[src/rtl/mc_pkg.sv]
// Shared encodings for the multicycle MIPS-subset controller: states, opcodes,
// Funct codes, ALU operation codes and datapath mux select codes.
package mc_pkg;

  typedef enum logic [3:0] {
    S_RESET  = 4'd0,
    S_FETCH  = 4'd1,
    S_DECODE = 4'd2,
    S_MEMADR = 4'd3,
    S_MEMRD  = 4'd4,
    S_MEMWB  = 4'd5,
    S_MEMWR  = 4'd6,
    S_EXEC   = 4'd7,
    S_ALUWB  = 4'd8,
    S_BRANCH = 4'd9,
    S_ADDIEX = 4'd10,
    S_ADDIWB = 4'd11,
    S_JUMP   = 4'd12
  } state_t;

  localparam logic [5:0] OP_RTYPE = 6'b000000;
  localparam logic [5:0] OP_LW    = 6'b100011;
  localparam logic [5:0] OP_SW    = 6'b101011;
  localparam logic [5:0] OP_BEQ   = 6'b000100;
  localparam logic [5:0] OP_ADDI  = 6'b001000;
  localparam logic [5:0] OP_J     = 6'b000010;

  localparam logic [5:0] FN_ADD = 6'b100000;
  localparam logic [5:0] FN_SUB = 6'b100010;
  localparam logic [5:0] FN_AND = 6'b100100;
  localparam logic [5:0] FN_OR  = 6'b100101;
  localparam logic [5:0] FN_SLT = 6'b101010;

  localparam logic [2:0] ULA_AND = 3'b000;
  localparam logic [2:0] ULA_OR  = 3'b001;
  localparam logic [2:0] ULA_ADD = 3'b010;
  localparam logic [2:0] ULA_SUB = 3'b110;
  localparam logic [2:0] ULA_SLT = 3'b111;

  localparam logic [1:0] ALUOP_ADD   = 2'b00;
  localparam logic [1:0] ALUOP_SUB   = 2'b01;
  localparam logic [1:0] ALUOP_FUNCT = 2'b10;

  localparam logic [1:0] SRCB_RD2 = 2'b00;
  localparam logic [1:0] SRCB_ONE = 2'b01;
  localparam logic [1:0] SRCB_IMM = 2'b10;

  localparam logic [1:0] PCSRC_ULA    = 2'b00;
  localparam logic [1:0] PCSRC_ALUOUT = 2'b01;
  localparam logic [1:0] PCSRC_JUMP   = 2'b10;

endpackage

[src/rtl/multicycle_ctrl_if.sv]
// Controller <-> datapath bundle: instruction fields and flags in, strobes,
// mux selects and debug outputs back. master = controller side.
interface multicycle_ctrl_if #(parameter int CNT_W = 8);

  logic             en;
  logic [5:0]       OP;
  logic [5:0]       Funct;
  logic             Zero;

  logic             PCEn;
  logic             IorD;
  logic             MemWrite;
  logic             IRWrite;
  logic             RegDst;
  logic             MemtoReg;
  logic             RegWrite;
  logic             ULASrcA;
  logic [1:0]       ULASrcB;
  logic [2:0]       ULAControl;
  logic [1:0]       PCSrc;
  logic [3:0]       State;
  logic             Illegal;
  logic [CNT_W-1:0] Retired;

  modport master (
    input  en, OP, Funct, Zero,
    output PCEn, IorD, MemWrite, IRWrite, RegDst, MemtoReg, RegWrite,
           ULASrcA, ULASrcB, ULAControl, PCSrc, State, Illegal, Retired
  );

  modport slave (
    output en, OP, Funct, Zero,
    input  PCEn, IorD, MemWrite, IRWrite, RegDst, MemtoReg, RegWrite,
           ULASrcA, ULASrcB, ULAControl, PCSrc, State, Illegal, Retired
  );

endinterface

[src/rtl/multicycle_ctrl_alu_decoder.sv]
// ALU operation decoder: fixed add/sub for address and branch steps,
// Funct-driven operation for R-type execute.
module alu_decoder
  import mc_pkg::*;
(
  input  logic [1:0] ALUOp,
  input  logic [5:0] Funct,
  output logic [2:0] ULAControl,
  output logic       illegal_funct
);

  // NOTE: every output gets a default before the case so no path leaves it
  // unassigned; otherwise synthesis infers a latch.
  always_comb begin
    ULAControl    = ULA_ADD;
    illegal_funct = 1'b0;
    case (ALUOp)
      ALUOP_SUB:   ULAControl = ULA_SUB;
      ALUOP_FUNCT: begin
        case (Funct)
          FN_ADD:  ULAControl = ULA_ADD;
          FN_SUB:  ULAControl = ULA_SUB;
          FN_AND:  ULAControl = ULA_AND;
          FN_OR:   ULAControl = ULA_OR;
          FN_SLT:  ULAControl = ULA_SLT;
          default: illegal_funct = 1'b1;
        endcase
      end
      default:     ULAControl = ULA_ADD;
    endcase
  end

endmodule

[src/rtl/multicycle_ctrl.sv]
// Multicycle control FSM for the 8-bit MIPS-subset datapath, with step enable
// for single-stepping on the board and a retired-instruction counter.
module multicycle_ctrl
  import mc_pkg::*;
#(
  parameter bit USE_EN = 1'b1,
  parameter int CNT_W  = 8
) (
  input  logic               clk,
  input  logic               rst,
  multicycle_ctrl_if.master  bus
);

  state_t           state_q, state_d, state_nxt;
  logic             step;
  logic             pc_write, branch, ir_write, reg_write, mem_write;
  logic             illegal_op, retire_from;
  logic [1:0]       alu_op;
  logic [2:0]       ula_ctrl;
  logic             illegal_funct;
  logic [CNT_W-1:0] retired_q;

  assign step = USE_EN ? bus.en : 1'b1;

  alu_decoder u_alu_decoder (
    .ALUOp        (alu_op),
    .Funct        (bus.Funct),
    .ULAControl   (ula_ctrl),
    .illegal_funct(illegal_funct)
  );

  // NOTE: state registers use non-blocking assignments so every flop samples
  // the pre-edge value; the reset branch is asynchronous via the sensitivity list.
  always_ff @(posedge clk or posedge rst) begin
    if (rst) state_q <= S_RESET;
    else     state_q <= state_d;
  end

  always_comb begin
    state_nxt    = S_FETCH;
    pc_write     = 1'b0;
    branch       = 1'b0;
    ir_write     = 1'b0;
    reg_write    = 1'b0;
    mem_write    = 1'b0;
    illegal_op   = 1'b0;
    retire_from  = 1'b0;
    bus.IorD     = 1'b0;
    bus.RegDst   = 1'b0;
    bus.MemtoReg = 1'b0;
    bus.ULASrcA  = 1'b0;
    bus.ULASrcB  = SRCB_RD2;
    bus.PCSrc    = PCSRC_ULA;
    alu_op       = ALUOP_ADD;
    case (state_q)
      S_RESET:  state_nxt = S_FETCH;
      S_FETCH: begin
        ir_write    = 1'b1;
        pc_write    = 1'b1;
        bus.ULASrcB = SRCB_ONE;
        state_nxt   = S_DECODE;
      end
      S_DECODE: begin
        bus.ULASrcB = SRCB_IMM;
        case (bus.OP)
          OP_LW, OP_SW: state_nxt = S_MEMADR;
          OP_RTYPE:     state_nxt = S_EXEC;
          OP_BEQ:       state_nxt = S_BRANCH;
          OP_ADDI:      state_nxt = S_ADDIEX;
          OP_J:         state_nxt = S_JUMP;
          default:      illegal_op = 1'b1;
        endcase
      end
      S_MEMADR: begin
        bus.ULASrcA = 1'b1;
        bus.ULASrcB = SRCB_IMM;
        state_nxt   = (bus.OP == OP_LW) ? S_MEMRD : S_MEMWR;
      end
      S_MEMRD: begin
        bus.IorD  = 1'b1;
        state_nxt = S_MEMWB;
      end
      S_MEMWB: begin
        bus.MemtoReg = 1'b1;
        reg_write    = 1'b1;
        retire_from  = 1'b1;
      end
      S_MEMWR: begin
        bus.IorD    = 1'b1;
        mem_write   = 1'b1;
        retire_from = 1'b1;
      end
      S_EXEC: begin
        bus.ULASrcA = 1'b1;
        alu_op      = ALUOP_FUNCT;
        state_nxt   = S_ALUWB;
      end
      S_ALUWB: begin
        bus.RegDst  = 1'b1;
        reg_write   = 1'b1;
        retire_from = 1'b1;
      end
      S_BRANCH: begin
        bus.ULASrcA = 1'b1;
        bus.PCSrc   = PCSRC_ALUOUT;
        alu_op      = ALUOP_SUB;
        branch      = 1'b1;
        retire_from = 1'b1;
      end
      S_ADDIEX: begin
        bus.ULASrcA = 1'b1;
        bus.ULASrcB = SRCB_IMM;
        state_nxt   = S_ADDIWB;
      end
      S_ADDIWB: begin
        reg_write   = 1'b1;
        retire_from = 1'b1;
      end
      S_JUMP: begin
        bus.PCSrc   = PCSRC_JUMP;
        pc_write    = 1'b1;
        retire_from = 1'b1;
      end
      default:  state_nxt = S_FETCH;
    endcase
    state_d = step ? state_nxt : state_q;
  end

  // Strobes commit only on an enabled step, giving one commit per button press.
  assign bus.PCEn       = step & (pc_write | (branch & bus.Zero));
  assign bus.IRWrite    = step & ir_write;
  assign bus.RegWrite   = step & reg_write;
  assign bus.MemWrite   = step & mem_write;
  assign bus.Illegal    = step & (illegal_op | ((state_q == S_EXEC) & illegal_funct));
  assign bus.ULAControl = (state_q == S_RESET) ? 3'b000 : ula_ctrl;
  assign bus.State      = state_q;

  always_ff @(posedge clk or posedge rst) begin
    if (rst)                      retired_q <= '0;
    else if (step && retire_from) retired_q <= retired_q + 1'b1;
  end

  assign bus.Retired = retired_q;

endmodule

[src/flat_wrapper.sv]
// flat-port wrapper written by rule: the top's interface ports become plain ports
module multicycle_ctrl_flat import mc_pkg::*;
#(
  parameter bit USE_EN = 1'b1,
  parameter int CNT_W  = 8
)
  (clk, rst, bus_en, bus_OP, bus_Funct, bus_Zero, bus_PCEn, bus_IorD, bus_MemWrite, bus_IRWrite, bus_RegDst, bus_MemtoReg, bus_RegWrite, bus_ULASrcA, bus_ULASrcB, bus_ULAControl, bus_PCSrc, bus_State, bus_Illegal, bus_Retired);
  multicycle_ctrl_if #(.CNT_W(CNT_W)) bus_i ();
  input  logic clk;
  input  logic rst;
  input wire logic [$bits(bus_i.en)-1:0] bus_en;
  input wire logic [$bits(bus_i.OP)-1:0] bus_OP;
  input wire logic [$bits(bus_i.Funct)-1:0] bus_Funct;
  input wire logic [$bits(bus_i.Zero)-1:0] bus_Zero;
  output wire logic [$bits(bus_i.PCEn)-1:0] bus_PCEn;
  output wire logic [$bits(bus_i.IorD)-1:0] bus_IorD;
  output wire logic [$bits(bus_i.MemWrite)-1:0] bus_MemWrite;
  output wire logic [$bits(bus_i.IRWrite)-1:0] bus_IRWrite;
  output wire logic [$bits(bus_i.RegDst)-1:0] bus_RegDst;
  output wire logic [$bits(bus_i.MemtoReg)-1:0] bus_MemtoReg;
  output wire logic [$bits(bus_i.RegWrite)-1:0] bus_RegWrite;
  output wire logic [$bits(bus_i.ULASrcA)-1:0] bus_ULASrcA;
  output wire logic [$bits(bus_i.ULASrcB)-1:0] bus_ULASrcB;
  output wire logic [$bits(bus_i.ULAControl)-1:0] bus_ULAControl;
  output wire logic [$bits(bus_i.PCSrc)-1:0] bus_PCSrc;
  output wire logic [$bits(bus_i.State)-1:0] bus_State;
  output wire logic [$bits(bus_i.Illegal)-1:0] bus_Illegal;
  output wire logic [$bits(bus_i.Retired)-1:0] bus_Retired;
  assign bus_i.en = bus_en;
  assign bus_i.OP = bus_OP;
  assign bus_i.Funct = bus_Funct;
  assign bus_i.Zero = bus_Zero;
  assign bus_PCEn = bus_i.PCEn;
  assign bus_IorD = bus_i.IorD;
  assign bus_MemWrite = bus_i.MemWrite;
  assign bus_IRWrite = bus_i.IRWrite;
  assign bus_RegDst = bus_i.RegDst;
  assign bus_MemtoReg = bus_i.MemtoReg;
  assign bus_RegWrite = bus_i.RegWrite;
  assign bus_ULASrcA = bus_i.ULASrcA;
  assign bus_ULASrcB = bus_i.ULASrcB;
  assign bus_ULAControl = bus_i.ULAControl;
  assign bus_PCSrc = bus_i.PCSrc;
  assign bus_State = bus_i.State;
  assign bus_Illegal = bus_i.Illegal;
  assign bus_Retired = bus_i.Retired;
  multicycle_ctrl #(.USE_EN(USE_EN), .CNT_W(CNT_W)) u_core (.clk(clk), .rst(rst), .bus(bus_i));
endmodule
[config.mk]
export PLATFORM = sky130hd
export DESIGN_NAME = multicycle_ctrl_flat
export DESIGN_NICKNAME = d
export VERILOG_FILES = /design/src/rtl/mc_pkg.sv /design/src/rtl/multicycle_ctrl_if.sv /design/src/rtl/multicycle_ctrl_alu_decoder.sv /design/src/rtl/multicycle_ctrl.sv /design/src/flat_wrapper.sv
export SDC_FILE = /design/constraint.sdc
export NUM_CORES = 1
export LEC_CHECK = 0
export ABC_AREA = 0
export CAP_MARGIN = 30
export CORE_MARGIN = 4
export CORE_UTILIZATION = 40
export CTS_BUF_LIST = sky130_fd_sc_hd__clkbuf_8
export DETAILED_ROUTE_END_ITERATION = 16
export PLACE_DENSITY = 0.78
export SLEW_MARGIN = 25
export SYNTH_ARGS = -nofsm -noshare
export SYNTH_HDL_FRONTEND = slang
export SYNTH_SLANG_ARGS = --single-unit
[constraint.sdc]
create_clock -name clk -period 1.75 [get_ports clk]
set_input_delay 0.35 -clock clk [delete_from_list [all_inputs] [get_ports clk]]
set_output_delay 0.35 -clock clk [all_outputs]
set_load 0.03 [all_outputs]
==> qor.yml, run 1 <==
outcome: "finished with violations"
violations: "negative setup slack"
cts.clk_slew.worst_paths_ns: 0.05
crit_chain: "buf_6 -> buf_6 -> nor2b_4 -> nand3_4 -> ha_4 -> buf_6 -> a31oi_4 -> a31oi_4 -> buf_6"
dr.pass1.iters: 4
start_util: 0.426
slowest_delay_ns: 0.41
maxCapViolations: 0
wl_per_cell_um: 20.1
grt-busiest-layer: "met2"
finalHoldViolCount: 0
ctsRootBufferMaster: "clkbuf_8"
stdcell_count: 248
r2r_cells: 7
drtIter0Drc: 100
vias_per_cell: 6.05
path_buf_inv: 4
clockBufferDepth: 2
cts_tree: "done"
fmax_ghz: 0.447
num_antenna_cells: 0
drv_slew: 0
crit_fanout: 3
setup_viol: 23
dieArea_um2: 3580
layout.nets: 238
synth_edf_count: 0
ys_warn_count: 0
post-place-ws_ns: -0.873
area_growth_pct: 113
numCtsBuffers: 3
fin_area_um2: 2290
crit_path_end_kind: "primary output"
worstSetupPathType: "flop to primary output"
finalCriticalPeriod_ns: 2.24
io_buffer_count: 43
tightest_slew_ns: 0.463
met3_usage: 0.0475
crit_family: "buffers and inverters"
cpMostUsedCell: "buf_6"
rsz0062_at_grt: "yes"
grt_pass1_wl_um: 7090
overflow: 0
die_w_um: 59.8
rows: 18
worstPathRequired_ns: 1.40
synth_ff_type: "dfrtp_1"
insertion_delay_ns: 0.24
nFillCells: 104
io_pins: 44
gp_congestion: 0.832
antenna_found_initial: 0
met1_usage: 0.298
hpwl_um: 2910
cp.arrival_ns: 1.89
total_power_mw: 3.48
whs_ns: 0.415
drc: 0
ys_seq_elements: 12
p_per_area_nw_per_um2: 1520
period_share: 1.28
ys_types: 46
setup_slack_ns: -0.486
die_h_um: 59.8
wirelength_um: 4980
avgSynthCellArea_um2: 8.20
r2r_slack_ns: -0.16
syn_nets: 150
clock_sinks: 12
p_leak_nw: 1.07
crit_slowest_cell: "dfrtp_2"
synthCells: 131
grtUsageMet2: 0.488
cp-start-kind: "flop"
max-slew-margin-rel: 0.691
async_flop_share: 1.00
synth_area_um2: 1070
fin_skew_ns: 0.00106
drtAntennaViolNets: 0
grt_pass1_vias: 1470
final_cell_mix: "43 x buf_4, 20 x buf_6, 18 x clkdlybuf4s50_1"
cts_htree_levels: 1
final_common_cell: "buf_4"
cts_hold_buf: 0
drive_gt1_frac: 0.546
ir_worst_vdd_uv: 1550
min-delay-path-class: "input port to asynchronous set/reset pin"
dpl_cell_area_um2: 1910
ys_seq_area_frac: 0.279
numPlacedInstances: 231
grtUsageTotal: 0.262
core_area_um2: 2520
num_vias: 1501
grt_max_degree: 24
cp.depth: 9
[where the power goes]
part           switching (mW)  internal (mW)
combinational            1.46           1.25
clock                   0.107          0.199
sequential             0.0950          0.372
[sequential cells by signal, indices dropped and copies added (netlist names)]
register / flops
u_core.bus.State: 4
u_core.bus.Retired: 8
[cells in the mapped netlist, types with 2 or more instances]
master	number	area, um^2
a21oi_1	3	15.0
a31oi_1	5	31.3
and2_1	3	18.8
and3_1	4	25.0
and4_1	2	17.5
buf_1	2	7.51
buf_2	3	15.0
clkbuf_1	2	7.51
dfrtp_1	12	300
ha_1	3	37.5
inv_1	7	26.3
nand2_1	10	37.5
nand2b_1	6	37.5
nand3_1	9	45.0
nand4_1	3	18.8
nor2_1	4	15.0
nor2b_1	5	31.3
nor3_1	6	30.0
nor3b_1	5	37.5
o21ai_1	3	15.0
o221ai_1	2	17.5
xnor2_1	7	61.3
xor2_1	2	17.5
[area by class of cell]
class	instances	area, um^2	share of cell area
inverter	7	33.8	0.0147
sequential	12	305	0.133
timing repair buffer	91	853	0.372
multi-input combinational	104	1010	0.439
clock buffer	4	55.1	0.0240
tap	30	37.5	0.0164
[worst reg2reg max path, cell delays in order, from the launching register on]
cell and delay [ns]:
dfrtp_2 0.41, buf_6 0.12, buf_6 0.11, buf_4 0.14, nor4bb_4 0.17, a2111o_2 0.46, nand2_4 0.09, mux2_4 0.30
[through the flow]
| stage | util | TNS, ns |
|---|---|---|
| after global routing | 0.908 | -5.49 |
| after floorplan | - | -1.18 |
| final | 0.908 | -4.41 |
| after CTS | 0.853 | -3.38 |
| after global placement | 0.757 | -2.16 |
| after detailed placement | 0.757 | -2.67 |
[path summary, 6_finish.rpt]
kind / from / endpoint
max in group asynchronous: rst / u_core.bus.State[0]$_DFFE_PP0P_
max reg2reg: u_core.bus.State[2]$_DFFE_PP0P_ / u_core.bus.Retired[1]$_DFFE_PP0P_
max: u_core.bus.State[2]$_DFFE_PP0P_ / bus_ULAControl[1]
min reg2reg: u_core.bus.Retired[7]$_DFFE_PP0P_ / u_core.bus.Retired[7]$_DFFE_PP0P_
min in group clk: u_core.bus.Retired[7]$_DFFE_PP0P_ / u_core.bus.Retired[7]$_DFFE_PP0P_
min: rst / u_core.bus.Retired[1]$_DFFE_PP0P_
[metal layers]
layer | part of all wire | up-vias
li1 | - | 652
met1 | 0.36 | 721
met5 | 0 | -
met2 | 0.52 | 98
met4 | 0.052 | 0
met3 | 0.062 | 30
[cells by family (layout without fill, tap and decap cells)]
| group | count (synthesis) | after routing | share of synthesized area |
|---|---|---|---|
| XOR/XNOR | 9 | 9 | 0.0733 |
| adder cells (fa/ha/maj) | 4 | 4 | 0.0442 |
| multiplexers | 2 | 2 | 0.0198 |
| buffers and inverters | 15 | 102 | 0.0594 |
| AO/OA/AOI/OAI | 23 | 23 | 0.148 |
| AND/OR/NAND/NOR | 66 | 66 | 0.376 |
| flip-flops | 12 | 12 | 0.279 |
[repair_timing]
| action | in CTS | in global routing |
|---|---|---|
| pin swaps | 16 | 9 |
| buffers inserted | 11 | 3 |
| cloned | 0 | 0 |
| hold endpoints to repair | 0 | 0 |
| endpoints found under the setup margin | 22 | 27 |
| gates resized for setup | 37 | 25 |
Power figures use the tool's default switching activity.
==> run 2, diff against run 1 <==
CAP_MARGIN = 40   (was 30)
CORE_UTILIZATION = 41   (was 40)
SYNTH_HIERARCHICAL = 1   (was unset)
==> run 2 against run 1 <==
  * The run still ends with negative setup slack left
  * Utilization up 1.7 points
  * Cell count is 7.7% higher
  * Register-to-register slack worse by 0.24 ns
  * Clock-buffer cell count is the same
  * Critical path depth grew 1
  * First-iteration DRC count up 57%
  * Critical path type unchanged
  * Largest cell class unchanged
==> qor.yml, run 2 <==
p_switching_mw: 1.88  # +13%
drtIter0Drc: 157  # +57%
cts_tree: "done"
grtUsageTotal: 0.281  # +0.0189
synthCells: 144  # +9.9%
syn_nets: 163  # +8.7%
synth_area_um2: 1160  # +8.1%
drive_gt1_frac: 0.572  # +0.0262
rsz0062_at_grt: "yes"
ys_top_cells_by_area: "dfrtp_1 26%, xor2_1 5.3%, nor3_1 4.7%, nand2b_1 4.3%, nor2b_1 3.8%"
drtAntennaViolNets: 0  # unchanged
num_vias: 1639  # +9.2%
setup_viol: 22  # -4.3%
netSwitchingFraction: 0.486  # +0.00811
power_frac_seq: 0.132  # -0.002
power_frac_comb: 0.782  # +0.004
area_growth_pct: 118
max-slew-margin-rel: 0.664  # -0.0274
setup_slack_ns: -0.756  # -0.270 ns
ys_types: 44  # -4.3%
clock_sinks: 12  # unchanged
crit-reg2reg-launch: "u_core/bus.State[1]$_DFFE_PP0P_"
startpoint: "u_core/bus.State[2]$_DFFE_PP0P_"
hpwl_um: 2890  # -0.91%
fin_skew_ns: 0.00191  # +0.000845 ns
outcome: "finished with violations"
gp_congestion: 0.830  # -0.32%
die_w_um: 61.2  # +2.4%
cp.arrival_ns: 2.16  # +0.27 ns
r2r_slack_ns: -0.40  # -0.24 ns
internal-power_mw: 1.99  # +9.2%
min-delay-path-class: "input port to asynchronous set/reset pin"
vias_per_cell: 6.14  # +1.4%
p_leak_nw: 1.21  # +13%
maxCapViolations: 0  # unchanged
worstPathRequired_ns: 1.40  # about the same
async_flop_share: 1.00  # unchanged
rows: 19  # +1
io_pins: 44  # unchanged
avgSynthCellArea_um2: 8.07  # -1.6%
dr.pass1.iters: 4  # unchanged
dieArea_um2: 3750  # +4.8%
r2r_end: "u_core/bus.Retired[7]$_DFFE_PP0P_"
cts_htree_levels: 1  # unchanged
crit_path_end_kind: "primary output"
r2r_cells: 11  # +4
ys_seq_elements: 12  # unchanged
antenna_found_initial: 0  # unchanged
numCtsBuffers: 3  # unchanged
ys_seq_area_frac: 0.258  # -0.0211
fin_area_um2: 2530  # +10%
drc: 0  # unchanged
final_common_cell: "buf_4"
p_per_area_nw_per_um2: 1530  # +0.41%
grt_pass1_wl_um: 7710  # +8.9%
post-place-ws_ns: -0.541  # +0.332 ns
finalCriticalPeriod_ns: 2.51  # +0.270 ns
io_buffer_count: 43  # unchanged
cts.clk_slew.worst_paths_ns: 0.06  # about the same
cp-start-kind: "flop"
wirelength_um: 6270  # +26%
crit_fanout: 3  # unchanged
insertion_delay_ns: 0.26  # +0.02 ns
drv_slew: 0  # unchanged
synth_edf_count: 0  # unchanged
largest_reg_flops: 8  # unchanged
overflow: 0  # unchanged
worstSetupPathType: "flop to primary output"
yosys.area.top_type_share: 0.258  # -0.0211
clockPowerShare: 0.086  # -0.002
wl_per_cell_um: 23.5  # +17%
num_antenna_cells: 0  # unchanged
clockBufferDepth: 2  # unchanged
ctsRootBufferMaster: "clkbuf_8"
yosysMostFrequentCell: "dfrtp_1"
period_share: 1.43  # +0.154
tightest_slew_ns: 0.504  # +0.0411 ns
ir_worst_vdd_uv: 1930  # +24%
whs_ns: 0.447  # +0.0321 ns
finalHoldViolCount: 0  # unchanged
layout.nets: 256  # +7.6%
cp-endpoint: "bus_ULAControl[2]"
grt_pass1_vias: 1594  # +8.4%
start_util: 0.425  # -0.000920
fmax_ghz: 0.399  # -11%
violations: "negative setup slack"
dpl_cell_area_um2: 1940  # +1.6%
yosysTopAreaCell: "dfrtp_1"
synth_ff_type: "dfrtp_1"
final_cell_mix: "41 x buf_4, 26 x buf_6, 19 x clkdlybuf4s50_1"
grt_max_degree: 17  # -29%
synthTopCellsByCount: "12 x dfrtp_1, 11 x nand2_1, 11 x nor2_1, 11 x nor3_1, 8 x nand2b_1"
die_h_um: 61.2  # +2.4%
ys_warn_count: 6  # +6
core_area_um2: 2730  # +8.4%
[run 2: cell count changes in the layout (fill, tap and decap cells not counted), moves of 4 or more]
cell | previous run | this run
buf_6 | 20 | 26
o21ai_0 | 1 | 6
xor2_1 | 2 | 7
and3_1 | 4 | 0
nand3_4 | 4 | 0
nor4b_4 | 0 | 4
[run 2: layout make-up]
class	instances	area, um^2
flip-flops and latches	12	305
multi-input cells	117	1180
inverters	6	22.5
fillers	88	204
well taps	31	38.8
repair buffers	97	928
clock buffers	4	55.1
[run 2: power by group through the flow]
stage / sequential [mW] / combinational, mW / clock (mW)
3_3_place_gp: 0.472 / 1.98 / 0
4_1_cts: 0.488 / 2.58 / 0.310
2_1_floorplan: 0.647 / 1.13 / 0
6_report: 0.511 / 3.02 / 0.330
5_1_grt: 0.523 / 3.13 / 0.344
3_5_place_dp: 0.482 / 2.02 / 0
[run 2: critical path, stage by stage (launching register included)]
cell	delay, ns
dfrtp_2	0.43
buf_6	0.14
nor3_4	0.20
inv_2	0.08
ha_4	0.17
buf_4	0.13
buf_6	0.12
nor2b_4	0.12
a32o_1	0.24
nor2b_4	0.14
buf_6	0.13
[run 2: through the flow]
stage / instances / power, mW / TNS [ns] / util
final: 267 / 3.86 / -7.10 / 0.925
after global routing: 267 / 3.99 / -8.22 / 0.925
after CTS: 261 / 3.37 / -5.57 / 0.856
after detailed placement: 246 / 2.51 / -3.29 / 0.709
after global placement: 246 / 2.45 / -2.84 / 0.709
after floorplan: 144 / 1.78 / -2.54 / -
[run 2: metal layers]
metal  part of all wire  vias to the layer above  track usage  wire, um
li1                   -                      708            -         -
met1               0.39                      799        0.321      2450
met2               0.51                      110        0.509      3190
met3              0.067                       22       0.0335       420
met4              0.033                        0        0.146       204
met5                  0                        -            0         0
[run 2: kinds of logic after synthesis]
family,Yosys count,share of synthesized area
buf+inv,15,0.0581
mux,2,0.0183
flops,12,0.258
simple gates,79,0.424
compound gates,23,0.132
fa+ha+maj,4,0.0409
xor+xnor,9,0.0678
[run 2: repair_timing]
item,in CTS,in global routing
pin swaps,29,16
endpoints found under the setup margin,25,27
resized for setup,70,43
hold buffers,0,0
setup buffers,11,15
[run 2: how the worst min path moves through the flow]
stage                                                  from                                end  slack (ns)  cells after the start
final                                                   rst  u_core/bus.Retired[2]$_DFFE_PP0P_        0.45                      2
after global routing      u_core/bus.Retired[7]$_DFFE_PP0P_  u_core/bus.Retired[7]$_DFFE_PP0P_        0.49                      1
after CTS                                               rst  u_core/bus.Retired[0]$_DFFE_PP0P_        0.43                      2
after detailed placement  u_core/bus.Retired[7]$_DFFE_PP0P_  u_core/bus.Retired[7]$_DFFE_PP0P_        0.46                      1
after global placement    u_core/bus.Retired[7]$_DFFE_PP0P_  u_core/bus.Retired[7]$_DFFE_PP0P_        0.46                      1
after floorplan                                         rst  u_core/bus.Retired[0]$_DFFE_PP0P_        0.21                      1
==> run 3, diff against run 2 <==
CAP_MARGIN = 20   (was 40)
==> results of run 3 <==
No change in the layout: final DEF, timing and power equal those of run 2.
